==> src/rtl/modbus_frame_rx.sv <==
// rtl/modbus_frame_rx.sv - Modbus RTU request receiver: silence framing, bit-serial CRC-16, address filter.
// Optional define MODBUS_T15_CHECK_EN flags intra-frame gaps of 1.5 characters or more as length errors.
module modbus_frame_rx #(
    parameter int CLK_FREQ  = 50000000,
    parameter int BAUD_RATE = 9600,
    parameter int GAP_BITS  = 35,
    parameter int FRAME_LEN = 8
) (
    input  logic        clk_in,
    input  logic        rst_n_in,
    input  logic [7:0]  rx_data,
    input  logic        rx_done,
    input  logic [7:0]  dev_addr,
    output logic [7:0]  rx_func,
    output logic [15:0] rx_field0,
    output logic [15:0] rx_field1,
    output logic        rx_broadcast,
    output logic        frame_valid,
    output logic        frame_err,
    output logic [1:0]  frame_err_code,
    output logic        rx_busy
);
    localparam int          BPS     = CLK_FREQ / BAUD_RATE;
    localparam logic [31:0] GAP_MAX = 32'(BPS * GAP_BITS - 1);
    localparam logic [3:0]  LEN_C   = 4'(FRAME_LEN);
    localparam int          IDX_W   = $clog2(FRAME_LEN);

    typedef enum logic [1:0] {S_WAIT_IDLE, S_IDLE, S_RECV, S_CHECK} state_t;

    state_t      state_q;
    logic [31:0] gap_cnt_q, gap_cnt_d;
    logic        gap_exp;
    logic [3:0]  cnt_q;
    logic [7:0]  rbuf_q [FRAME_LEN];
    logic [15:0] crc_q;
    logic [15:0] crc_step;
    logic [7:0]  sh_q;
    logic [3:0]  bit_cnt_q;
    logic        engine_busy;
    logic        overrun_q;
    logic        gap_flag;
    logic [7:0]  func_q;
    logic [15:0] field0_q, field1_q;
    logic        bcast_q, valid_q, err_q, busy_q;
    logic [1:0]  code_q;

    assign gap_exp     = (gap_cnt_q == GAP_MAX);
    assign engine_busy = (bit_cnt_q != 4'd0);
    // One reflected-polynomial step per cycle, data fed LSB first.
    assign crc_step    = {1'b0, crc_q[15:1]} ^ ((crc_q[0] ^ sh_q[0]) ? 16'hA001 : 16'h0000);

    always_comb begin
        gap_cnt_d = gap_cnt_q;
        if (rx_done) begin
            gap_cnt_d = 32'd0;
        end else if (!gap_exp) begin
            gap_cnt_d = gap_cnt_q + 32'd1;
        end
    end

    always_ff @(posedge clk_in or negedge rst_n_in) begin
        if (!rst_n_in) begin
            gap_cnt_q <= 32'd0;
        end else begin
            gap_cnt_q <= gap_cnt_d;
        end
    end

`ifdef MODBUS_T15_CHECK_EN
    localparam logic [31:0] T15_MAX = 32'(BPS * 15 - 1);
    logic gap_flag_q;

    always_ff @(posedge clk_in or negedge rst_n_in) begin
        if (!rst_n_in) begin
            gap_flag_q <= 1'b0;
        end else if (state_q == S_CHECK) begin
            gap_flag_q <= 1'b0;
        end else if (state_q == S_RECV && rx_done && gap_cnt_q >= T15_MAX) begin
            gap_flag_q <= 1'b1;
        end
    end
    assign gap_flag = gap_flag_q;
`else
    assign gap_flag = 1'b0;
`endif

    always_ff @(posedge clk_in or negedge rst_n_in) begin
        if (!rst_n_in) begin
            state_q   <= S_WAIT_IDLE;
            cnt_q     <= 4'd0;
            crc_q     <= 16'hFFFF;
            sh_q      <= 8'd0;
            bit_cnt_q <= 4'd0;
            overrun_q <= 1'b0;
            for (int i = 0; i < FRAME_LEN; i++) begin
                rbuf_q[i] <= 8'd0;
            end
            func_q    <= 8'd0;
            field0_q  <= 16'd0;
            field1_q  <= 16'd0;
            bcast_q   <= 1'b0;
            valid_q   <= 1'b0;
            err_q     <= 1'b0;
            code_q    <= 2'd0;
            busy_q    <= 1'b0;
        end else begin
            valid_q <= 1'b0;
            err_q   <= 1'b0;
            if (engine_busy) begin
                crc_q     <= crc_step;
                sh_q      <= {1'b0, sh_q[7:1]};
                bit_cnt_q <= bit_cnt_q - 4'd1;
            end
            case (state_q)
                S_WAIT_IDLE: begin
                    if (gap_exp && !rx_done) begin
                        state_q <= S_IDLE;
                    end
                end
                S_IDLE: begin
                    if (rx_done) begin
                        rbuf_q[0] <= rx_data;
                        cnt_q     <= 4'd1;
                        crc_q     <= 16'hFFFF;
                        sh_q      <= rx_data;
                        bit_cnt_q <= 4'd8;
                        busy_q    <= 1'b1;
                        state_q   <= S_RECV;
                    end
                end
                S_RECV: begin
                    // A byte landing on the gap-expiry cycle still extends the frame.
                    if (rx_done) begin
                        if (cnt_q != 4'hF) begin
                            cnt_q <= cnt_q + 4'd1;
                        end
                        if (cnt_q < LEN_C) begin
                            rbuf_q[cnt_q[IDX_W-1:0]] <= rx_data;
                            sh_q      <= rx_data;
                            bit_cnt_q <= 4'd8;
                        end
                        if (engine_busy) begin
                            overrun_q <= 1'b1;
                        end
                    end else if (gap_exp) begin
                        state_q <= S_CHECK;
                    end
                end
                S_CHECK: begin
                    if (overrun_q) begin
                        err_q  <= 1'b1;
                        code_q <= 2'd3;
                    end else if (gap_flag || cnt_q != LEN_C) begin
                        err_q  <= 1'b1;
                        code_q <= 2'd2;
                    end else if (crc_q != 16'h0000) begin
                        err_q  <= 1'b1;
                        code_q <= 2'd1;
                    end else if (rbuf_q[0] == dev_addr || rbuf_q[0] == 8'h00) begin
                        valid_q  <= 1'b1;
                        func_q   <= rbuf_q[1];
                        field0_q <= {rbuf_q[2], rbuf_q[3]};
                        field1_q <= {rbuf_q[4], rbuf_q[5]};
                        bcast_q  <= (rbuf_q[0] == 8'h00);
                    end
                    cnt_q     <= 4'd0;
                    overrun_q <= 1'b0;
                    crc_q     <= 16'hFFFF;
                    busy_q    <= 1'b0;
                    state_q   <= S_IDLE;
                end
                default: state_q <= S_WAIT_IDLE;
            endcase
        end
    end

    assign rx_func        = func_q;
    assign rx_field0      = field0_q;
    assign rx_field1      = field1_q;
    assign rx_broadcast   = bcast_q;
    assign frame_valid    = valid_q;
    assign frame_err      = err_q;
    assign frame_err_code = code_q;
    assign rx_busy        = busy_q;
endmodule

==> config.mk <==
export PLATFORM = sky130hd
export DESIGN_NAME = modbus_frame_rx
export DESIGN_NICKNAME = d
export VERILOG_FILES = /design/src/rtl/modbus_frame_rx.sv
export SDC_FILE = /design/constraint.sdc
export NUM_CORES = 1
export LEC_CHECK = 0
export ABC_AREA = 1
export BUFFER_PORTS_ARGS = -buffer_cell sky130_fd_sc_hd__buf_2
export CAP_MARGIN = 20
export CORE_MARGIN = 3
export CORE_UTILIZATION = 40
export DETAILED_ROUTE_END_ITERATION = 12
export GPL_ROUTABILITY_DRIVEN = 0
export PLACE_DENSITY = 0.64
export SYNTH_ARGS = -nofsm -noshare
export SYNTH_HDL_FRONTEND = slang
export SYNTH_SLANG_ARGS = --single-unit
export TNS_END_PERCENT = 1
==> constraint.sdc <==
create_clock -name clk_in -period 4.5 [get_ports clk_in]
set_input_delay 0.9 -clock clk_in [delete_from_list [all_inputs] [get_ports clk_in]]
set_output_delay 0.9 -clock clk_in [all_outputs]
set_load 0.02 [all_outputs]
Word level (Yosys, flattened, before mapping). Cells that the tools add are included. Widths: inputs -> output; s select.

Register bits after elaboration: 177. Bits in latches: 0. RAM bits: 0. ROM bits: 0. Output and inout bits: 46. Logic and storage cells: 121. Memories kept: 0.

Add/subtract/negate cells: 3. $mul: 0. Div/mod/pow operators: 0. Order comparisons: 3. Equality and inequality tests: 16. Shifts and indexed selects: 0. Mux-type cells: 49. Bitwise gates (word level): 6. Reduce and logical (&&, ||, !) cells: 21.

Operator list (count): $mux 64 (2); $bwmux 64 (1); $mux 32 (2); $mux 16 (3); $mux 8 (6); $add 32x1->32 const B (1); $eq 32x18->1 const B (1); $pmux 16 s2 (1); $pmux 8 s2 (2); $mux 4 (7); $demux 8 s3 (1); $ne 2x2->1 const B (9); $reduce_bool 16->1 (1); $xor 15x16->16 (1); $mux 2 (7); $mux 1 (12); $pmux 4 s3 (1); $reduce_and 4->1 (3); $eq 8x8->1 (1); $logic_not 8->1 (1); $ne 4x4->1 const B (2); $pmux 2 s4 (1); $pmux 4 s2 (1); $reduce_and 3->1 (2); other kinds (20) (29).

Depth between registers and ports, before layout. Gate-level depths: netlist of run 1.

Depth in word-level cells: 9. Mapped depth: 10. Gate-level depth less buffers: 10.

Worst setup path after synthesis of run 1. OpenSTA, ideal clock, no wires.

Path kind: input -> register. Start: input rx_done. End: register crc_q[10]. Arrival: 1.846 ns. Setup slack: 2.556 ns. Stages on the path: 6. Cell sequence: buf_2 nand2_1 inv_1 nor2_1 clkbuf_1 o211ai_1.

Longest elaborated chain between the ends: 2.

Ends and longest elaborated chain: start: declaration (line 12) `input logic rx_done,`; $mux 16 (line 121) `if (rx_done) begin`; $pmux 16 s2 (line 114) `case (state_q)`; end signal: assignment (line 110) `crc_q <= crc_step;`; end: declaration (line 35) `logic [15:0] crc_q;`.

No other way between the ends. A chain may end at the register's enable or synchronous reset.

Worst setup path after layout of run 1.
Start: register cnt_q[0]. End: register field0_q[15] (netlist: rx_field0[15]).

Longest elaborated chain between the ends: 3.

Ends and longest elaborated chain: start: declaration (line 33) `logic [3:0] cnt_q;`; start signal: assignment (line 135) `cnt_q <= cnt_q + 4'd1;`; $ne 4x4->1 (line 153) `end else if (gap_flag || cnt_q != LEN_C) begin`; $not 1->1 (no source line); $reduce_and 5->1 (no source line); end signal: assignment (line 162) `field0_q <= {rbuf_q[2], rbuf_q[3]};`; end: declaration (line 43) `logic [15:0] field0_q, field1_q;`.

No other way between the ends.

==> results of run 1 <==
[routing by layer]
layer  part of all wire, %  GRT usage [%]
met5                     0              0
met4                  0.96           4.55
met3                   4.6           3.86
met2                    46           26.7
met1                    49           25.8
[worst min-delay path, stage by stage, from the launching register on]
cell     delay (ns)
dfrtp_1        0.34
nand2_1        0.05
nand2_1        0.05
[state kept, by name, indices dropped and copies added, names as in the netlist, 2 cells and up]
register,cells
rbuf_q,48
gap_cnt_q,32
crc_q,16
rx_field0,16
rx_field1,16
rx_func,8
sh_q,8
bit_cnt_q,4
cnt_q,4
frame_err_code,2
state_q,2
[cell usage in the layout, fill, tap and decap left out, drive strengths merged, types with 17 or more instances in the layout]
cell type  netlist  layout
o21ai           44      44
nor3            28      28
dfrtp          145     145
a21oi           50      50
clkbuf          14      17
nand3           68      68
nand2          245     245
buf             14      71
nor2           107     107
inv             94     101
[cell type report]
class | count | area, um^2
Multi-Input combinational cell | 609 | 2900
Inverter | 94 | 353
Sequential cell | 161 | 4050
Fill cell | 1741 | 9510
Clock inverter | 15 | 169
Clock buffer | 17 | 425
Tap cell | 229 | 287
Timing Repair Buffer | 71 | 392
[kinds of logic after synthesis]
| group | after synthesis | synth area share [%] |
|---|---|---|
| flip-flops | 161 | 54.5 |
| buffers and inverters | 122 | 6.47 |
| AND/OR/NAND/NOR | 457 | 26.0 |
| AO/OA/AOI/OAI | 128 | 9.72 |
| adder cells (fa/ha/maj) | 9 | 1.52 |
| XOR/XNOR | 15 | 1.77 |
[path summary, 6_finish.rpt]
path	startpoint	to	slack, ns	cells past startpoint
max in group asynchronous	rst_n_in	gap_cnt_q[31]	3.08	2
hold / removal	rx_field0[7]	rx_field0[7]	0.47	2
hold reg to reg	rx_field0[7]	rx_field0[7]	0.47	2
setup reg to reg	cnt_q[0]	rx_field0[15]	2.10	10
setup / recovery	cnt_q[0]	rx_field0[15]	2.10	10
min in group asynchronous	rst_n_in	frame_valid	0.58	1
[power by group through the flow]
stage	Sequential, mW	Clock [mW]	Combinational (mW)
final	1.68	1.44	0.445
after global routing	1.70	1.53	0.523
after CTS	1.68	1.47	0.456
after detailed placement	1.71	0	0.453
after global placement	1.70	0	0.441
after floorplan	1.69	0	0.334
==> qor.yml, run 1 <==
synthesis:
  ys_seq_elements: 161
  ys_seq_area_share_pct: 54.5
  synth_commonest_cells: "nand2_1, dfrtp_1, nor2_1"
  synth_edf_count: 0
  postSynthCellCount: 892
  ys_async_sr_fraction_pct: 100
  synth_top_area_cell: "dfrtp_1"
  dominantRegCellSynth: "dfrtp_1"
  ys_types: 34
  syn-num-nets: 920
  synth_most_common_cell: "nand2_1"
  synth_area_leaders: "dfrtp_1, nand2_1, dfstp_2"
  synth_top_area_share_pct: 48.8
  synth.yosys.warnings: 0
  syn-cell-area_um2: 7430
  postSynthAreaPerCell_um2: 8.33
detailed_routing:
  wl_per_cell_um: 14.3
  vias_per_cell: 4.99
  first_pass_iters: 4
  ant_nets: 0
  wl_um: 17100
  drtIter0Drc: 361
  via_count: 5972
  drc: 0
clock_tree:
  h-tree-depth: 4
  clkTransAtPathRegs_ns: 0.07
  cts_made_buffers: 17
  cts_max_path_buffers: 2
  postCtsSetupBuffers: 0
  cts_num_sinks: 161
  insertion_delay_ns: 0.43
  cts_resized: 0
  cts_tree: "yes"
  cts-root-buf: "clkbuf_16"
  holdBufCountCts: 0
power:
  power_density_nw_per_um2: 416
  power_frac_seq_pct: 47.1
  pwr-share-clk_pct: 40.4
  combinationalPowerShare_pct: 12.5
  netSwitchingFraction_pct: 27.7
  p_sw_mw: 0.988
  p_leak_nw: 4.35
  intPower_mw: 2.58
  peakVddDrop_uv: 291
  total_power_mw: 3.57
final_layout:
  finalNetCount: 982
  n_antenna_cell: 0
  instances_no_fill: 1196
  stdcell_area_um2: 8580
  drive_gt1_share_pct: 13.8
  area_growth_pct: 15.4
  final_core_util_pct: 47.4
global_routing:
  grt_pass1_wl_um: 28600
  antenna_found_initial: 0
  grt_pass1_vias: 5634
  grt_start_max_net_pins: 110
  grt_usage_pct: 17.6
  overflow: 0
die:
  die-width_um: 142
  ioPinCount: 65
  core_um2: 18100
  fp-row-count: 49
  die_h_um: 142
  start_util_pct: 41.1
  dieArea_um2: 20200
critical_path:
  crit_path_top_delay_cell: "dfrtp_1"
  cp_max_fo: 42
  cp.arrival_ns: 2.71
  path_buf_inv: 2
  slowest_delay_ns: 0.52
  crit_top_cell: "nand2_1"
  worstSetupPathType: "reg2reg"
  endpoint_kind: "flop"
  crit_family: "simple AND/OR/NAND/NOR gates"
  worstPathCellList: "inv_2 -> ha_1 -> nand2_1 -> nor3_2 -> nand3_1 -> nor2_2 -> nand2_1 -> buf_4 -> nand2_1 -> nand2_1"
  required_ns: 4.81
  startpoint_type: "flop"
timing:
  fin_crit_sh_pct: 53.3
  rsz0062_at_grt: "no"
  max_freq_mhz: 417
  hold_viol: 0
  fin_ws_ns: 2.10
  holdWs_ns: 0.469
  finClkSkew_ns: 0.0114
  setup_viol: 0
  relSlewSlack_pct: 34.5
  tns_ns: 0
  max_slew.worst_pin.slew_ns: 0.982
  fin_crit_ns: 2.40
  report.final.slew_viol_count: 0
place:
  placed_cells: 1163
  io_buffers: 64
  post_dp_cell_area_um2: 7970
  hpwl_um: 11900
  place_ws_ns: 1.85
min_path:
  min_path_type: "reg2reg"
job:
  maxCapViolations: 0
run_status:
  outcome: "completed"
Note: power is estimated with default switching activity, not from simulation.
==> run 2: changes to the inputs <==
PLACE_DENSITY = 0.66   (was 0.64)
clock period = 2.2 ns   (was 4.5 ns; I/O delays follow)
==> qor.yml, run 2 (synthesis results as in run 1) <==
timing:
  finClkSkew_ns: 0.00939  # -0.00206 ns
  report.final.slew_viol_count: 0  # unchanged
  tns_ns: 0  # unchanged
  setup_viol: 0  # unchanged
  fin_ws_ns: 0.149  # -1.95 ns
  max_slew.worst_pin.slew_ns: 0.546  # -0.436 ns
  relSlewSlack_pct: 63.5  # +29 points
  fin_crit_ns: 2.05  # -0.346 ns
  max_freq_mhz: 487  # +17%
  holdWs_ns: 0.376  # -0.0932 ns
  hold_viol: 0  # unchanged
  rsz0062_at_grt: "no"
  fin_crit_sh_pct: 93.2  # +40 points
die:
  fp-row-count: 49  # unchanged
  dieArea_um2: 20200  # unchanged
  start_util_pct: 41.1  # unchanged
  die-width_um: 142  # unchanged
  ioPinCount: 65  # unchanged
  core_um2: 18100  # unchanged
  die_h_um: 142  # unchanged
run_status:
  outcome: "completed"
place:
  io_buffers: 64  # unchanged
  hpwl_um: 11900  # +0.20%
  place_ws_ns: 0.104  # -1.75 ns
clock_tree:
  clkTransAtPathRegs_ns: 0.08  # about the same
  cts_max_path_buffers: 2  # unchanged
  cts_made_buffers: 17  # unchanged
  h-tree-depth: 4  # unchanged
  cts_tree: "yes"
  insertion_delay_ns: 0.42  # about the same
  cts-root-buf: "clkbuf_16"
  cts_num_sinks: 161  # unchanged
final_layout:
  finalNetCount: 993  # +1.1%
  layout_common_cells: "nand2_1, dfrtp_1, nor2_1"
  n_antenna_cell: 0  # unchanged
  largest_reg_flops: 48  # unchanged
  regMostFlops: "rbuf_q"
  drive_gt1_share_pct: 14.6  # +0.87 points
  area_growth_pct: 17.4
  final_common_cell: "nand2_1"
  top_regs: "rbuf_q x48, gap_cnt_q x32"
  fillers: 1738  # -0.17%
power:
  p_leak_nw: 4.43  # +1.8%
  total_power_mw: 7.32  # +110%
  power_density_nw_per_um2: 839  # +100%
  peakVddDrop_uv: 610  # +110%
critical_path:
  crit_family: "simple AND/OR/NAND/NOR gates"
  r2r_cells: 10  # unchanged
  regToRegStartpoint: "cnt_q[1]"
  cp.depth: 10  # unchanged
  crit_top_cell: "nand2_1"
  cp.arrival_ns: 2.36  # -0.35 ns
  path_buf_inv: 2  # unchanged
  worstSetupPathType: "reg2reg"
  startpoint_type: "flop"
  crit_path_top_delay_cell: "dfrtp_1"
  crit-reg2reg-capture: "rx_func[1]"
  r2r_slack_ns: 0.15  # -1.95 ns
  slowest_delay_ns: 0.44  # -0.08 ns
  required_ns: 2.51  # -2.30 ns
  endpoint_kind: "flop"
  cp_max_fo: 42  # unchanged
  worstPathCellList: "inv_1 -> ha_1 -> nand2_1 -> nor3_2 -> nand3_1 -> nor2_4 -> nand2_1 -> buf_12 -> nand2_1 -> nand2_1"
global_routing:
  antenna_found_initial: 0  # unchanged
  grt_usage_pct: 17.2  # -0.39 points
  grt_start_max_net_pins: 62  # -44%
  grt_pass1_vias: 5697  # +1.1%
  overflow: 0  # unchanged
  grt_pass1_wl_um: 28100  # -1.7%
detailed_routing:
  wl_um: 16900  # -0.90%
  wl_per_cell_um: 14.0  # -1.8%
  drtIter0Drc: 616  # +71%
  ant_nets: 0  # unchanged
  drc: 0  # unchanged
  via_count: 6014  # +0.70%
  first_pass_iters: 5  # +1
  vias_per_cell: 4.98  # -0.21%
min_path:
  hold_end: "gap_cnt_q[4]"
  min_path_type: "in2reg"
  hold_depth: 2  # unchanged
  min-delay-start: "rx_done"
job:
  maxCapViolations: 0  # unchanged
run 2: cell count changes in the layout (fill, tap and decap cells not counted):
cell           delta
clkinv_4          +1
inv_6             -2
bufinv_16         -1
clkinv_2          -1
clkinv_8          +5
buf_4             +7
buf_12            +3
dlygate4sd3_1     +1
nor2_2            -1
nor2_4            +1
clkinvlp_4        -2
run 2: metal layers:
metal | global-route usage [%] | share of wire (%) | vias to the layer above
met5 | 0 | 0 | -
met2 | 25.9 | 45 | 125
met4 | 5.65 | 1.2 | 0
li1 | - | - | 3029
met1 | 25.1 | 49 | 2844
met3 | 3.60 | 4.3 | 16
run 2: repair_timing:
item	in CTS	in global routing
resized for setup	0	5
buffers inserted	0	0
hold buffers	1	0
endpoints found under the hold margin	24	0
setup endpoints to repair	0	41
run 2: worst max path at each step:
stage	startpoint	to	slack, ns
detailed placement	cnt_q[1]	rx_field1[10]	0.10
finish	cnt_q[1]	rx_func[1]	0.15
global placement	cnt_q[1]	rx_field1[3]	0.20
CTS	cnt_q[1]	rx_func[6]	0.08
global route	cnt_q[1]	rx_func[6]	0.01
floorplan	cnt_q[0]	rx_broadcast	0.42
run 2: stage by stage:
| stage | cells | utilization (%) | cell area, um^2 |
|---|---|---|---|
| floorplan | 892 | - | 7430 |
| global placement | 1174 | 44.7 | 8080 |
| detailed placement | 1174 | 44.7 | 8080 |
| CTS | 1207 | 48.1 | 8710 |
| global route | 1207 | 48.2 | 8730 |
| finish | 1207 | 48.2 | 8730 |
run 2: final cells by class:
cell class	count	area [um^2]	share of cell area (%)
multi-input cells	609	2910	33.3
clock inverters	15	191	2.19
inverters	94	353	4.04
repair buffers	82	514	5.89
well taps	229	287	3.28
flip-flops and latches	161	4050	46.4
clock buffers	17	425	4.88
run 2: power breakdown:
group          switching, mW  internal (mW)
clock                   1.41           1.55
combinational          0.587          0.348
sequential             0.116           3.32
total                   2.11           5.21
==> run 3: changes to the inputs <==
CORE_ASPECT_RATIO = 0.75   (was unset)
==> qor.yml, run 3 (synthesis results as in run 1) <==
power:
  p_leak_nw: 4.44  # +0.31%
  netSwitchingFraction_pct: 26.2  # -2.6 points
  total_power_mw: 7.35  # +0.41%
  pwr-share-clk_pct: 40.7  # +0.3 points
  p_sw_mw: 1.93  # -8.6%
  combinationalPowerShare_pct: 12.5  # -0.3 points
  intPower_mw: 5.42  # +4.1%
  power_frac_seq_pct: 46.8  # about the same
  peakVddDrop_uv: 500  # -18%
  power_density_nw_per_um2: 839  # about the same
timing:
  max_slew.worst_pin.slew_ns: 0.450  # -0.0961 ns
  max_freq_mhz: 530  # +8.7%
  fin_crit_ns: 1.89  # -0.165 ns
  relSlewSlack_pct: 69.8  # +6.3 points
  fin_crit_sh_pct: 85.8  # -7.5 points
  setup_viol: 0  # unchanged
  fin_ws_ns: 0.313  # +0.165 ns
  report.final.slew_viol_count: 0  # unchanged
  finClkSkew_ns: 0.00932  # -0.0000718 ns
  hold_viol: 0  # unchanged
  tns_ns: 0  # unchanged
  rsz0062_at_grt: "no"
global_routing:
  grt_pass1_wl_um: 28600  # +1.6%
  grt_start_max_net_pins: 46  # -26%
  grt_pass1_vias: 5542  # -2.7%
  overflow: 0  # unchanged
  antenna_found_initial: 0  # unchanged
  grt_usage_pct: 18.0  # +0.76 points
clock_tree:
  postCtsSetupBuffers: 0  # unchanged
  cts_num_sinks: 161  # unchanged
  insertion_delay_ns: 0.42  # about the same
  cts_max_path_buffers: 2  # unchanged
  clkTransAtPathRegs_ns: 0.06  # -0.02 ns
  cts_made_buffers: 17  # unchanged
  cts-root-buf: "clkbuf_16"
  cts_tree: "yes"
  h-tree-depth: 4  # unchanged
critical_path:
  worstSetupPathType: "reg2reg"
  endpoint_kind: "flop"
  startpoint_type: "flop"
  cp.arrival_ns: 2.19  # -0.17 ns
  cp_max_fo: 42  # unchanged
  required_ns: 2.51  # about the same
place:
  io_buffers: 64  # unchanged
  hpwl_um: 12200  # +2.6%
  place_ws_ns: 0.232  # +0.129 ns
job:
  maxCapViolations: 0  # unchanged
final_layout:
  layout_common_cells: "nand2_1, dfrtp_1, nor2_1"
  top_regs: "rbuf_q x48, gap_cnt_q x32"
  finalNetCount: 997  # +0.40%
  drive_gt1_share_pct: 15.1  # +0.45 points
  regMostFlops: "rbuf_q"
  n_antenna_cell: 0  # unchanged
  area_growth_pct: 18.0
  largest_reg_flops: 48  # unchanged
  final_common_cell: "nand2_1"
die:
  die_h_um: 124  # -13%
  dieArea_um2: 20300  # about the same
  start_util_pct: 41.5  # +0.38 points
  die-width_um: 163  # +15%
  fp-row-count: 42  # -14%
  ioPinCount: 65  # unchanged
  core_um2: 17900  # -0.92%
detailed_routing:
  wl_per_cell_um: 14.3  # +1.7%
  drtIter0Drc: 464  # -25%
  vias_per_cell: 4.95  # -0.62%
  via_count: 6061  # +0.78%
  ant_nets: 0  # unchanged
  drc: 0  # unchanged
  wl_um: 17500  # +3.1%
  first_pass_iters: 4  # -1
min_path:
  min_path_type: "in2reg"
run_status:
  outcome: "completed"
-- run 3: cell count changes in the layout (fill, tap and decap cells not counted), sizes merged --
cell / previous run / this run
clkinv: 8 / 0
buf: 81 / 85
clkinvlp: 2 / 6
bufinv: 0 / 2
clkbuf: 17 / 19
-- run 3: stage by stage --
stage          util, %  instance area, um^2  hold WS (ns)  cells
2_1_floorplan        -                 7430         0.144    892
5_1_grt           48.9                 8770         0.473   1224
6_report          48.9                 8770         0.453   1224
3_5_place_dp      45.5                 8150         0.392   1191
3_3_place_gp      45.5                 8150         0.391   1191
4_1_cts           48.9                 8770         0.442   1224
-- run 3: layer usage --
layer / track usage, % / routed length [um]
met2: 25.7 / 7350
met1: 27.4 / 8870
met4: 4.65 / 159
met5: 0 / 0
met3: 4.26 / 1090
-- run 3: worst paths after layout --
kind	start	end	slack, ns	cells after the start
worst max-delay path	cnt_q[1]	rx_field1[0]	0.31	10
worst min-delay path	rx_data[4]	rbuf_q[36]	0.45	3
worst max register to register	cnt_q[1]	rx_field1[0]	0.31	10
worst min register to register	rx_func[7]	rx_func[7]	0.47	2
max in group asynchronous	rst_n_in	crc_q[5]	1.04	3
min in group asynchronous	rst_n_in	rx_field0[9]	0.51	2
-- run 3: final cells by class --
type | instances | area (um^2)
repair buffers | 86 | 557
clock buffers | 19 | 453
fillers | 1722 | 9150
well taps | 242 | 303
clock inverters | 13 | 151
multi-input cells | 609 | 2900
inverters | 94 | 353
flip-flops and latches | 161 | 4050
-- run 3: what timing repair did --
item | 4_1_cts | 5_1_grt
hold buffers | 1 | 0
setup endpoints to repair | 0 | 1
endpoints found under the hold margin | 36 | 0
gates resized for setup | 0 | 1
-- run 3: critical path: stages (launching register included) --
cell and delay [ns]:
dfrtp_1 0.43, inv_1 0.14, ha_1 0.18, nand2_1 0.06, nor3_2 0.17, nand3_1 0.14
nor2_2 0.19, nand2_1 0.12, buf_12 0.20, nand2_1 0.08, nand2_1 0.05
-- run 3: power groups by stage --
| stage | Combinational [mW] | Sequential, mW | Clock [mW] |
|---|---|---|---|
| 4_1_cts | 0.931 | 3.44 | 3.06 |
| 3_5_place_dp | 0.935 | 3.49 | 0 |
| 5_1_grt | 1.08 | 3.47 | 3.20 |
| 3_3_place_gp | 0.909 | 3.49 | 0 |
| 6_report | 0.917 | 3.44 | 2.99 |
| 2_1_floorplan | 0.683 | 3.46 | 0 |
